==> config.mk <==
export PLATFORM = sky130hd
export DESIGN_NAME = bist_response_analyzer
export DESIGN_NICKNAME = d
export VERILOG_FILES = /design/src/rtl/bist_response_analyzer.sv
export SDC_FILE = /design/constraint.sdc
export NUM_CORES = 1
export LEC_CHECK = 0
export ABC_AREA = 1
export CORE_AREA = 2 2 71 73
export DETAILED_ROUTE_END_ITERATION = 10
export DIE_AREA = 0 0 73 75
export GPL_ROUTABILITY_DRIVEN = 1
export PLACE_DENSITY = 0.59
export SYNTH_ARGS = -nofsm -noshare
export SYNTH_HDL_FRONTEND = slang
export SYNTH_SLANG_ARGS = --single-unit
==> constraint.sdc <==
create_clock -name clk -period 2.21 [get_ports clk]
set_input_delay 0.221 -clock clk [delete_from_list [all_inputs] [get_ports clk]]
set_output_delay 0.221 -clock clk [all_outputs]
set_load 0.01 [all_outputs]
==> src/rtl/bist_response_analyzer.sv <==
// BIST response analyzer: compacts CUT responses into a MISR while the controller
// runs the test, then compares signature and vector count against golden values.
module bist_response_analyzer #(
    parameter int               WIDTH     = 8,
    parameter logic [WIDTH-1:0] POLY      = WIDTH'(8'h1D),
    parameter logic [WIDTH-1:0] SEED      = WIDTH'(8'h00),
    parameter logic [WIDTH-1:0] GOLDEN    = WIDTH'(8'h00),
    parameter int               N_VECTORS = 16,
    parameter int               CNT_W     = 16
) (
    input  logic             clk,
    input  logic             reset,
    input  logic             running,
    input  logic             bist_end,
    input  logic [WIDTH-1:0] resp,
    output logic [WIDTH-1:0] signature,
    output logic [CNT_W-1:0] vec_count,
    output logic             busy,
    output logic             done,
    output logic             pass,
    output logic             err_seq
);

    typedef enum logic [1:0] {
        S_IDLE    = 2'd0,
        S_COMPACT = 2'd1,
        S_COMPARE = 2'd2,
        S_DONE    = 2'd3
    } state_t;

    state_t           r_state;
    logic [WIDTH-1:0] r_sig;
    logic [CNT_W-1:0] r_cnt;
    logic             r_done;
    logic             r_pass;
    logic             r_err;

    state_t           w_state_nxt;
    logic [WIDTH-1:0] w_sig_nxt;
    logic [CNT_W-1:0] w_cnt_nxt;
    logic [CNT_W-1:0] w_cnt_inc;
    logic             w_done_nxt;
    logic             w_pass_nxt;
    logic             w_err_nxt;

    function automatic logic [WIDTH-1:0] misr_next(input logic [WIDTH-1:0] s,
                                                   input logic [WIDTH-1:0] r);
        misr_next = {s[WIDTH-2:0], 1'b0} ^ (s[WIDTH-1] ? POLY : '0) ^ r;
    endfunction

    // Saturating: a runaway test must not wrap back into a passing count.
    assign w_cnt_inc = (r_cnt == '1) ? r_cnt : r_cnt + CNT_W'(1);

    always_comb begin
        w_state_nxt = r_state;
        w_sig_nxt   = r_sig;
        w_cnt_nxt   = r_cnt;
        w_done_nxt  = r_done;
        w_pass_nxt  = r_pass;
        w_err_nxt   = r_err;
        case (r_state)
            S_IDLE, S_DONE: begin
                if (running) begin
                    w_sig_nxt   = misr_next(SEED, resp);
                    w_cnt_nxt   = CNT_W'(1);
                    w_done_nxt  = 1'b0;
                    w_pass_nxt  = 1'b0;
                    w_state_nxt = S_COMPACT;
                end else if (bist_end && r_state == S_IDLE) begin
                    w_done_nxt  = 1'b1;
                    w_pass_nxt  = 1'b0;
                    w_state_nxt = S_DONE;
                end
                // An end pulse without a test in progress is a protocol error.
                if (bist_end && !(r_state == S_IDLE && running))
                    w_err_nxt = 1'b1;
            end
            S_COMPACT: begin
                if (running) begin
                    w_sig_nxt = misr_next(r_sig, resp);
                    w_cnt_nxt = w_cnt_inc;
                end
                if (bist_end)
                    w_state_nxt = S_COMPARE;
            end
            S_COMPARE: begin
                w_done_nxt  = 1'b1;
                w_pass_nxt  = (r_sig == GOLDEN) && (r_cnt == CNT_W'(N_VECTORS));
                w_state_nxt = S_DONE;
            end
            default: w_state_nxt = S_IDLE;
        endcase
    end

    always_ff @(posedge clk) begin
        if (!reset) begin
            r_state <= S_IDLE;
            r_sig   <= SEED;
            r_cnt   <= '0;
            r_done  <= 1'b0;
            r_pass  <= 1'b0;
            r_err   <= 1'b0;
        end else begin
            r_state <= w_state_nxt;
            r_sig   <= w_sig_nxt;
            r_cnt   <= w_cnt_nxt;
            r_done  <= w_done_nxt;
            r_pass  <= w_pass_nxt;
            r_err   <= w_err_nxt;
        end
    end

    assign signature = r_sig;
    assign vec_count = r_cnt;
    assign busy      = (r_state == S_COMPACT) || (r_state == S_COMPARE);
    assign done      = r_done;
    assign pass      = r_pass;
    assign err_seq   = r_err;

endmodule

Word level (Yosys, flattened, before mapping)
Cells that the tools add are included.
- logic and storage cells: 53
- input port bits: 12
- register bits after elaboration: 29
- output and inout port bits: 28
- add/subtract/negate cells: 1
- reductions and logical operators: 16
- equal/unequal tests: 10
- bitwise logic cells: 2
- multiplexer cells: 18
- operator list (cell ; count):
    $mux W16 ; 3
    $pmux W16 S2 ; 1
    $add A16 B1 Y16 const B ; 1
    $eq A16 B16 Y1 const B ; 1
    $eq A16 B5 Y1 const B ; 1
    $mux W8 ; 2
    $pmux W8 S2 ; 1
    $logic_not A8 Y1 ; 1
    $ne A2 B2 Y1 const B ; 4
    $xor A8 B5 Y8 ; 1
    $xor A8 B8 Y8 ; 1
    $mux W2 ; 3
    $pmux W2 S3 ; 1
    $reduce_and A2 Y1 ; 3
    $mux W5 ; 1
    $eq A2 B2 Y1 const B ; 2
    $logic_and A1 B1 Y1 ; 4
    $mux W1 ; 4
    $pmux W1 S2 ; 2
    $reduce_and A4 Y1 ; 1
    $reduce_bool A2 Y1 ; 2
    $ne A3 B3 Y1 const B ; 1
    $reduce_and A3 Y1 ; 1
    $eq A2 B1 Y1 const B ; 1
    other kinds (4) ; 4

Depth between registers and ports, before layout
Gate-level depths: netlist of run 1.
- word-level depth: 5
- depth in mapped cells: 10
- mapped depth without buffers: 10

Least setup slack after synthesis of run 1
No wires, ideal clock.
- path kind: flip-flop to flip-flop
- start point: register r_state[0]
- end point: register r_cnt[2] (netlist: vec_count[2])
- library setup time: 70 ps
- setup slack: 460 ps
- clock period less this slack: 1750 ps
- data required time: 2140 ps
- arrival: 1680 ps
- buffers on the path: 1
- cell stages (with the launch flop): 9
- cell sequence: dfxtp_1 > inv_1 > ha_1 > inv_1 > o21ai_2 > inv_1 > clkbuf_1 > nand3_1 > a21oi_1
- longest elaborated chain between the ends: 4
- RTL lines (item ; RTL line ; source):
    start: declaration ; 31 ; state_t r_state;
    start signal: assignment ; 104 ; r_state <= w_state_nxt;
    $eq A2 B2 Y1 or $logic_not A2 Y1 (tied branches) ; 61 ; case (r_state)
    $reduce_or A2 Y1 ; 61 ;
    $ne A2 B2 Y1 (no line) or $reduce_bool A2 Y1 (tied branches) ; -- ;
    $reduce_and A4 Y1 (no line) ; -- ;
    end signal: assignment ; 106 ; r_cnt <= w_cnt_nxt;
    end: declaration ; 33 ; logic [CNT_W-1:0] r_cnt;
Parallel ways exist; a longest one is shown, timed or not.
A chain may end at the register's enable or synchronous reset.

Worst setup path after layout of run 1
- start point: register r_state[1]
- end point: register r_cnt[5] (netlist: vec_count[5])
The elaborated chain is that of the path after synthesis.

==> results of run 1 <==
==> routing by layer <==
| layer | GRT usage, % | wire length, µm |
|---|---|---|
| met3 | 4.28 | 205 |
| met4 | 6.17 | 65 |
| met5 | 0 | 0 |
| met1 | 25.8 | 2360 |
| met2 | 29.4 | 2000 |
==> metrics by stage <==
step / hold WS, ps / instances / power, µW / worst slack (ps) / util, %
2_1_floorplan: 321 / 281 / 1450 / 460 / -
3_3_place_gp: 480 / 373 / 1910 / 318 / 48.6
3_5_place_dp: 468 / 373 / 1900 / 342 / 48.6
4_1_cts: 486 / 381 / 2500 / 331 / 51.1
5_1_grt: 519 / 381 / 2670 / 167 / 51.1
6_report: 486 / 381 / 2460 / 345 / 51.1
==> worst max-delay path, delay by kind of cell (launching register included) <==
kind,cells,cell delay [ps]
AO/OA/AOI/OAI,2,460
AND/OR/NAND/NOR,2,130
adder cells (fa/ha/maj),1,200
buffers and inverters,4,650
flip-flops,1,340
==> cell type report <==
class	count	area share, %
clock buffer	7	3.62
clock inverter	1	1.26
inverter	39	6.14
multi-input combinational	206	43.5
sequential	29	24.4
tap	54	2.84
timing repair buffer	45	18.3
==> final timing paths <==
path	startpoint	end	slack, ps
setup reg to reg	r_state[1]	vec_count[5]	350
hold / removal	err_seq	err_seq	490
hold reg to reg	err_seq	err_seq	490
setup / recovery	r_state[1]	vec_count[5]	350
==> synthesized netlist by cell type, types with 3 or more instances <==
library cell	number	area share (%)
ha_1	6	4.2
dfxtp_1	29	32
nor3_1	5	1.4
nand3_1	29	8.1
clkbuf_1	3	0.63
a31oi_1	3	1.0
o211ai_1	3	1.3
nand4_1	6	2.1
o21ai_1	4	1.1
a21oi_1	19	5.3
inv_1	38	7.9
nor2_1	33	6.9
o21ai_0	16	4.5
xor2_1	5	2.4
nand2_1	66	14
==> state kept, by name (all words and copies together) (netlist names) <==
register   cells
vec_count     16
signature      8
err_seq        1
done           1
pass           1
r_state        2
==> kinds of logic after synthesis <==
family	Yosys count
buffers and inverters	46
adders and majority gates	6
DFF	29
and+or+nand+nor	147
xor gates and xnor gates	5
AOI/OAI and AO/OA	48
==> power groups by stage <==
stage	logic, µW	clock network [µW]	registers (µW)
floorplan	614	0	832
global placement	1100	0	807
detailed placement	1100	0	805
CTS	1100	599	795
global route	1230	614	820
finish	1090	578	794
==> results.tsv, run 1 <==
metric	value	unit
antenna_cells	0	
place_area	2270	µm²
vdd_ir_drop_max	0.557	mV
port-buffer-count	39	
cts_resized	0	
combPwrFrac	44.3	%
post_cts_buffers	0	
path_class	register to register	
synth_enable_flop_cells	0	
ff2ff_path_depth	9	
ys_dominant_reg_cell	dfxtp_1	
p_clk_share	23.5	%
rsz0062_at_grt	false	
nets	344	
layout_common_cells	66 x nand2_1, 39 x clkdlybuf4s50_1, 38 x inv_1	
synthAdderAreaFrac	4.18	%
report.final.slew_viol_count	0	
swShare	38.8	%
cts_tree	done	
fillers	467	
syn_inst	281	
core	4660	µm²
powerDensity	1030	nW/µm²
rows	25	
maxCapViolations	0	
synthSimpleGateAreaFrac	36.5	%
synth_top_family_by_area	simple AND/OR/NAND/NOR gates	
setup_tns	0	ps
ys_types	28	
via_per_inst	4.90	
synth-xor-area-share	2.44	%
antenna_found_initial	0	
ioPinCount	40	
dieArea	5480	µm²
hold_viol_final	0	
grt_max_degree	27	
area_growth	32.5	%
worst_clock_skew	1.38	ps
avgSynthCellArea	6.40	µm²
synth-compound-area-share	14.5	%
critPathRequiredTime	2420	ps
p_seq_share	32.2	%
cts_sinks	29	
synth-warning-count	0	
cp_cell_sequence	inv_1 -> ha_1 -> buf_4 -> o21ai_2 -> inv_1 -> buf_4 -> nand3_1 -> nand2_1 -> a21oi_1	
cts_root_buffer	clkbuf_8	
grt_pass1_vias	1689	
fin_crit_sh	84.4	%
p_int	1510	µW
grt_pass1_wl	7930	µm
synth_fp_nets	299	
remaining_drc_errors	0	
layout-drive-gt1-share	6.42	%
grt-ovfl-total	0	
regArea	581	µm²
start_util	38.6	%
layout_commonest_cell	nand2_1	
critical_path.max_fanout	20	
fp.dieH	75	µm
clk_pin_slew	60	ps
insertion_delay	280	ps
status	completed	
whs_path_depth	2	
place_congestion	0.865	
wl	4640	µm
drt_iter0_markers	126	
route.vias.total	1868	
power.leakage	0.000995	µW
cts_inserted_buffers	5	
multiInputGateArea	1040	µm²
slowest_delay	340	ps
stdcell_area	2380	µm²
p_switching	956	µW
cts-htree-levels	2	
dr.pass1.iters	4	
synth-async-reset-ratio	0	%
critical_path.slowest_cell	dfxtp_1	
grtUsageTotal	18.9	%
fmax	536	MHz
die_x	73	µm
hp-class	register to register	
drtAntennaViolNets	0	
tightest_slew	341	ps
ctsHoldBuffers	0	
synth_area	1800	µm²
worstSetupStartpointType	register	
clockBufferDepth	2	
ys_ff_latch	29	
post-dp-hpwl	3430	µm
seq_area_frac_synth	32.3	%
post_drt_wl_per_cell	12.2	µm
finalSetupViolCount	0	
slew_headroom	77.2	%
post-route-min-period	1860	ps
synthMuxAreaShare	0	%
cp.arrival	2070	ps
end_kind	register	
Power figures use the tool's default switching activity.
==> run 2: changes to the inputs <==
==> constraint.sdc (replaced) <==
create_clock -name clk -period 1.85 [get_ports clk]
set_input_delay 0.185 -clock clk [delete_from_list [all_inputs] [get_ports clk]]
set_output_delay 0.185 -clock clk [all_outputs]
set_load 0.01 [all_outputs]
==> run 2 against run 1 <==
Critical path depth is 1 lower. First-iteration DRC count is 13% higher. Die area stayed put. Design area is 3.6% higher.
==> results.tsv, run 2 (same netlist as run 1, synthesis figures left out) <==
metric	value	unit	change
largest_reg_flops	16		unchanged
critical_path.slowest_cell	dfxtp_1		
worst_slack	184	ps	-161 ps
startpoint	r_state[0]		
grt_pass1_vias	1791		+6.0%
power.leakage	0.00104	µW	+4.8%
fin_crit_sh	90.0	%	+5.7 points
ff2ff_setup_slack	180	ps	-160 ps
layout_common_cells	66 x nand2_1, 38 x clkdlybuf4s50_1, 36 x inv_1		
post_cts_buffers	0		unchanged
final_util	52.9	%	+1.8 points
grt_pass1_wl	8220	µm	+3.7%
start_util	38.6	%	unchanged
post-dp-hpwl	3660	µm	+6.5%
finalSetupViolCount	0		unchanged
cts_root_buffer	clkbuf_8		
die_x	73	µm	unchanged
clk_pin_slew	70	ps	about the same
core	4660	µm²	unchanged
tightest_slew	306	ps	-35.6 ps
remaining_drc_errors	0		unchanged
critPathRequiredTime	2020	ps	-400 ps
post-route-min-period	1670	ps	-199 ps
end_kind	register		
cts_inserted_buffers	5		unchanged
cts_sinks	29		unchanged
critical_path.max_fanout	23		+15%
grt-ovfl-total	0		unchanged
ctsHoldBuffers	0		unchanged
powerDensity	1240	nW/µm²	+20%
rows	25		unchanged
clockBufferDepth	2		unchanged
setup_tns	0	ps	unchanged
grtUsageTotal	19.5	%	+0.65 points
status	completed		
slowest_delay	370	ps	+30 ps
report.final.slew_viol_count	0		unchanged
fp.dieH	75	µm	unchanged
crit_top_cell	inv_2		
cts-htree-levels	2		unchanged
insertion_delay	280	ps	about the same
worst_clock_skew	5.85	ps	+4.47 ps
nets	352		+2.3%
place_congestion	0.854		-1.3%
layout_commonest_cell	nand2_1		
p_total	3070	µW	+25%
dieArea	5480	µm²	unchanged
ioPinCount	40		unchanged
grt_max_degree	27		unchanged
drtAntennaViolNets	0		unchanged
fmax	600	MHz	+12%
hp-class	register to register		
hold_slack	480	ps	-6.58 ps
area_growth	37.2	%	
worstSetupStartpointType	register		
slew_headroom	79.5	%	+2.4 points
worstHoldStart	err_seq		
antenna_cells	0		unchanged
wl	5000	µm	+7.7%
place_worst_setup_slack	59.9	ps	-282 ps
layout-drive-gt1-share	9.85	%	+3.4 points
cp.arrival	1830	ps	-240 ps
hold_viol_final	0		unchanged
antenna_found_initial	0		unchanged
via_per_inst	4.95		+1.0%
path_delay_family	buffers and inverters		
path_class	register to register		
cts_tree	done		
maxCapViolations	0		unchanged
post_drt_wl_per_cell	12.8	µm	+5.5%
drt_iter0_markers	142		+13%
path_buf_inv	4		unchanged
dr.pass1.iters	4		unchanged
port-buffer-count	39		unchanged
route.vias.total	1927		+3.2%
vdd_ir_drop_max	0.949	mV	+70%
cp_cell_sequence	inv_1 -> ha_1 -> inv_2 -> o21ai_4 -> inv_2 -> buf_8 -> o21ai_0 -> a21oi_1		
rsz0062_at_grt	false		
rr_startpoint	r_state[0]		
==> run 2: cell types whose count changed in the layout (fill, tap and decap cells not counted), sizes merged <==
cell	previous run	this run
buf	6	13
clkbuf	7	6
clkdlybuf4s50	39	38
clkinvlp	0	1
dlymetal6s2s	0	1
nand2	67	68
==> run 2: path summary, 6_finish.rpt <==
check / end / depth (start not counted)
setup / recovery: signature[7] / 8
hold / removal: err_seq / 2
setup reg to reg: signature[7] / 8
hold reg to reg: err_seq / 2
==> run 2: metal layers <==
metal / GRT usage, % / up-vias / share of wire (%)
li1: - / 1021 / -
met3: 3.88 / 2 / 3.6
met4: 4.94 / 0 / 0.44
met2: 30.9 / 33 / 45
met5: 0 / - / 0
met1: 27.2 / 871 / 51
==> run 2: worst reg2reg max path, cell delays in order, from the launching register on <==
cell and delay (ps):
dfxtp_1 370, inv_1 80, ha_1 340, inv_2 70
o21ai_4 180, inv_2 110, buf_8 180, o21ai_0 170
a21oi_1 60
==> run 2: where the power goes <==
part	internal (µW)	leakage (µW)	total, µW	switching (µW)
registers	781	0.000238	931	150
logic	646	0.000747	1440	795
clock network	438	0.0000574	697	260
total	1860	0.00104	3070	1200
==> run 2: layout make-up <==
| type | instances | area [µm²] |
|---|---|---|
| Clock buffer | 6 | 82.6 |
| Clock inverter | 2 | 37.5 |
| Fill cell | 474 | 2190 |
| Inverter | 39 | 149 |
| Multi-Input combinational cell | 207 | 1050 |
| Sequential cell | 29 | 581 |
| Tap cell | 54 | 67.6 |
| Timing Repair Buffer | 52 | 498 |
==> run 2: what timing repair did <==
action,CTS,global route
setup endpoints to repair,0,26
resized for setup,0,10
endpoints found under the hold margin,0,0
==> run 2: metrics by stage <==
step | std cells | cell area (µm²)
after floorplan | 281 | 1800
after global placement | 380 | 2320
after detailed placement | 380 | 2320
after CTS | 388 | 2440
after global routing | 389 | 2470
final | 389 | 2470
==> run 3: changes to the inputs <==
--- a/config.mk
+++ b/config.mk
@@ -7,10 +7,11 @@
 export LEC_CHECK = 0
 export ABC_AREA = 1
 export CORE_AREA = 2 2 71 73
+export CTS_CLUSTER_SIZE = 20
 export DETAILED_ROUTE_END_ITERATION = 10
 export DIE_AREA = 0 0 73 75
 export GPL_ROUTABILITY_DRIVEN = 1
-export PLACE_DENSITY = 0.59
+export PLACE_DENSITY = 0.62
 export SYNTH_ARGS = -nofsm -noshare
 export SYNTH_HDL_FRONTEND = slang
 export SYNTH_SLANG_ARGS = --single-unit
==> constraint.sdc (replaced) <==
create_clock -name clk -period 1.4 [get_ports clk]
set_input_delay 0.14 -clock clk [delete_from_list [all_inputs] [get_ports clk]]
set_output_delay 0.14 -clock clk [all_outputs]
set_load 0.01 [all_outputs]
==> run 3 against run 2 <==
The flow now finishes with violations (setup timing). Total power up 48%. Sequential share of layout area down 2.4 points. Clock power up 13%. Clock skew up 2.5 ps. Critical endpoint is now signature[3]. Largest power group unchanged.
==> results.tsv, run 3 (same netlist as run 1, synthesis figures left out) <==
metric	value	unit	change
start_util	38.6	%	unchanged
cts_tree	done		
antenna_cells	0		unchanged
powerDensity	1590	nW/µm²	+28%
cts-htree-levels	2		unchanged
post-dp-hpwl	4000	µm	+9.4%
fp.dieH	75	µm	unchanged
slowest_delay	380	ps	about the same
dr.pass1.iters	5		+1
rsz0062_at_grt	true		
cp.arrival	1660	ps	-170 ps
cts_sinks	29		unchanged
stdcell_area	2870	µm²	+16%
p_seq_share	27.4	%	-3.0 points
cts_root_buffer	clkbuf_8		
layout_commonest_cell	nand2_1		
place_area	2620	µm²	+13%
post-route-min-period	1480	ps	-186 ps
drt_iter0_markers	212		+49%
grt_pass1_vias	1920		+7.2%
route.vias.total	2068		+7.3%
path_buf_inv	5		+1
wl	5340	µm	+6.8%
combPwrFrac	55.3	%	+8.4 points
maxCapViolations	0		unchanged
fin_crit_sh	106	%	+16 points
layout_common_cells	63 x nand2_1, 37 x buf_4, 33 x inv_1		
fmax	676	MHz	+13%
hp-class	register to register		
die_x	73	µm	unchanged
p_int	2770	µW	+49%
path_delay_family	buffers and inverters		
place_worst_setup_slack	-90.9	ps	-151 ps
core	4660	µm²	unchanged
report.final.slew_viol_count	0		unchanged
place_congestion	0.901		+5.5%
critical_path.max_fanout	13		-43%
area_growth	59.4	%	
finalSetupViolCount	22		+22
clockBufferDepth	2		unchanged
worstSetupStartpointType	register		
crit_top_cell	inv_4		
drtAntennaViolNets	0		unchanged
critical_path.slowest_cell	dfxtp_4		
vdd_ir_drop_max	1.09	mV	+15%
grt_max_degree	17		-37%
port-buffer-count	39		unchanged
power.leakage	0.00135	µW	+29%
violations	setup timing		
largest_reg_flops	16		unchanged
critPathRequiredTime	1590	ps	-430 ps
tightest_slew	360	ps	+54.0 ps
path_class	register to register		
antenna_found_initial	0		unchanged
post_drt_wl_per_cell	12.7	µm	-0.80%
insertion_delay	290	ps	about the same
ioPinCount	40		unchanged
status	finished with violations		
cts_inserted_buffers	5		unchanged
cp_cell_sequence	inv_4 -> ha_4 -> inv_4 -> o21ai_4 -> inv_4 -> buf_12 -> o211ai_1 -> inv_1		
grt_pass1_wl	8740	µm	+6.3%
nets	382		+8.5%
grtUsageTotal	20.9	%	+1.4 points
via_per_inst	4.94		-0.37%
p_clk_share	17.3	%	-5.4 points
dieArea	5480	µm²	unchanged
remaining_drc_errors	0		unchanged
clk_pin_slew	70	ps	about the same
end_kind	register		
worst_clock_skew	8.30	ps	+2.46 ps
swShare	39.1	%	-0.12 points
slew_headroom	75.9	%	-3.6 points
p_switching	1780	µW	+48%
grt-ovfl-total	0		unchanged
final_util	61.5	%	+8.5 points
worst_slack	-79.4	ps	-264 ps
layout-drive-gt1-share	26.6	%	+17 points
rows	25		unchanged
hold_viol_final	0		unchanged
setup_tns	-867	ps	-867 ps
-- run 3: changes by cell type in the layout (fill, tap and decap cells not counted), moves of 6 or more --
cell,change
buf_4,+25
clkdlybuf4s50_1,-17
dfxtp_1,-11
dfxtp_2,+7
dlygate4sd2_1,+12
o21ai_0,-10
o21ai_1,+6
-- run 3: worst reg2reg max path: stages (launching register included) --
cell      delay (ps)
dfxtp_4          380
inv_4             50
ha_4             270
inv_4             50
o21ai_4          160
inv_4            100
buf_12           160
o211ai_1         170
inv_1             60
-- run 3: per-stage QoR --
| stage | cells | total power (µW) | hold slack (ps) |
|---|---|---|---|
| finish | 419 | 4560 | 481 |
| CTS | 419 | 4590 | 491 |
| global placement | 407 | 3530 | 468 |
| floorplan | 281 | 2470 | 233 |
| global route | 419 | 4910 | 502 |
| detailed placement | 407 | 3560 | 474 |
-- run 3: power by group through the flow --
stage	combinational, µW	clock (µW)	sequential (µW)
floorplan	1120	0	1340
detailed placement	2310	0	1240
finish	2520	787	1250
CTS	2520	815	1250
global route	2790	837	1280
global placement	2290	0	1240
-- run 3: worst paths after layout --
path / startpoint / to / slack, ps / cells after the start
setup / recovery: r_state[0] / signature[3] / -80 / 8
hold reg to reg: err_seq / err_seq / 480 / 2
hold / removal: err_seq / err_seq / 480 / 2
setup reg to reg: r_state[0] / signature[3] / -80 / 8
-- run 3: final cells by class --
class | count | area [µm²]
Clock buffer | 7 | 96.3
Clock inverter | 1 | 5.00
Fill cell | 442 | 1800
Inverter | 39 | 156
Multi-Input combinational cell | 206 | 1150
Sequential cell | 29 | 604
Tap cell | 54 | 67.6
Timing Repair Buffer | 83 | 782
-- run 3: metal layers --
layer | vias up | routed length [µm] | track usage, %
li1 | 1086 | - | -
met1 | 934 | 2580 | 28.0
met2 | 44 | 2510 | 33.6
met3 | 4 | 184 | 3.48
met4 | 0 | 61 | 8.02
met5 | - | 0 | 0
-- run 3: repair_timing --
action                                  4_1_cts  5_1_grt
pin swaps                                     4        0
hold buffers                                  0        0
endpoints found under the setup margin       42       33
setup buffers                                 3        0
cloned                                        1        0
gates resized for setup                      46       14
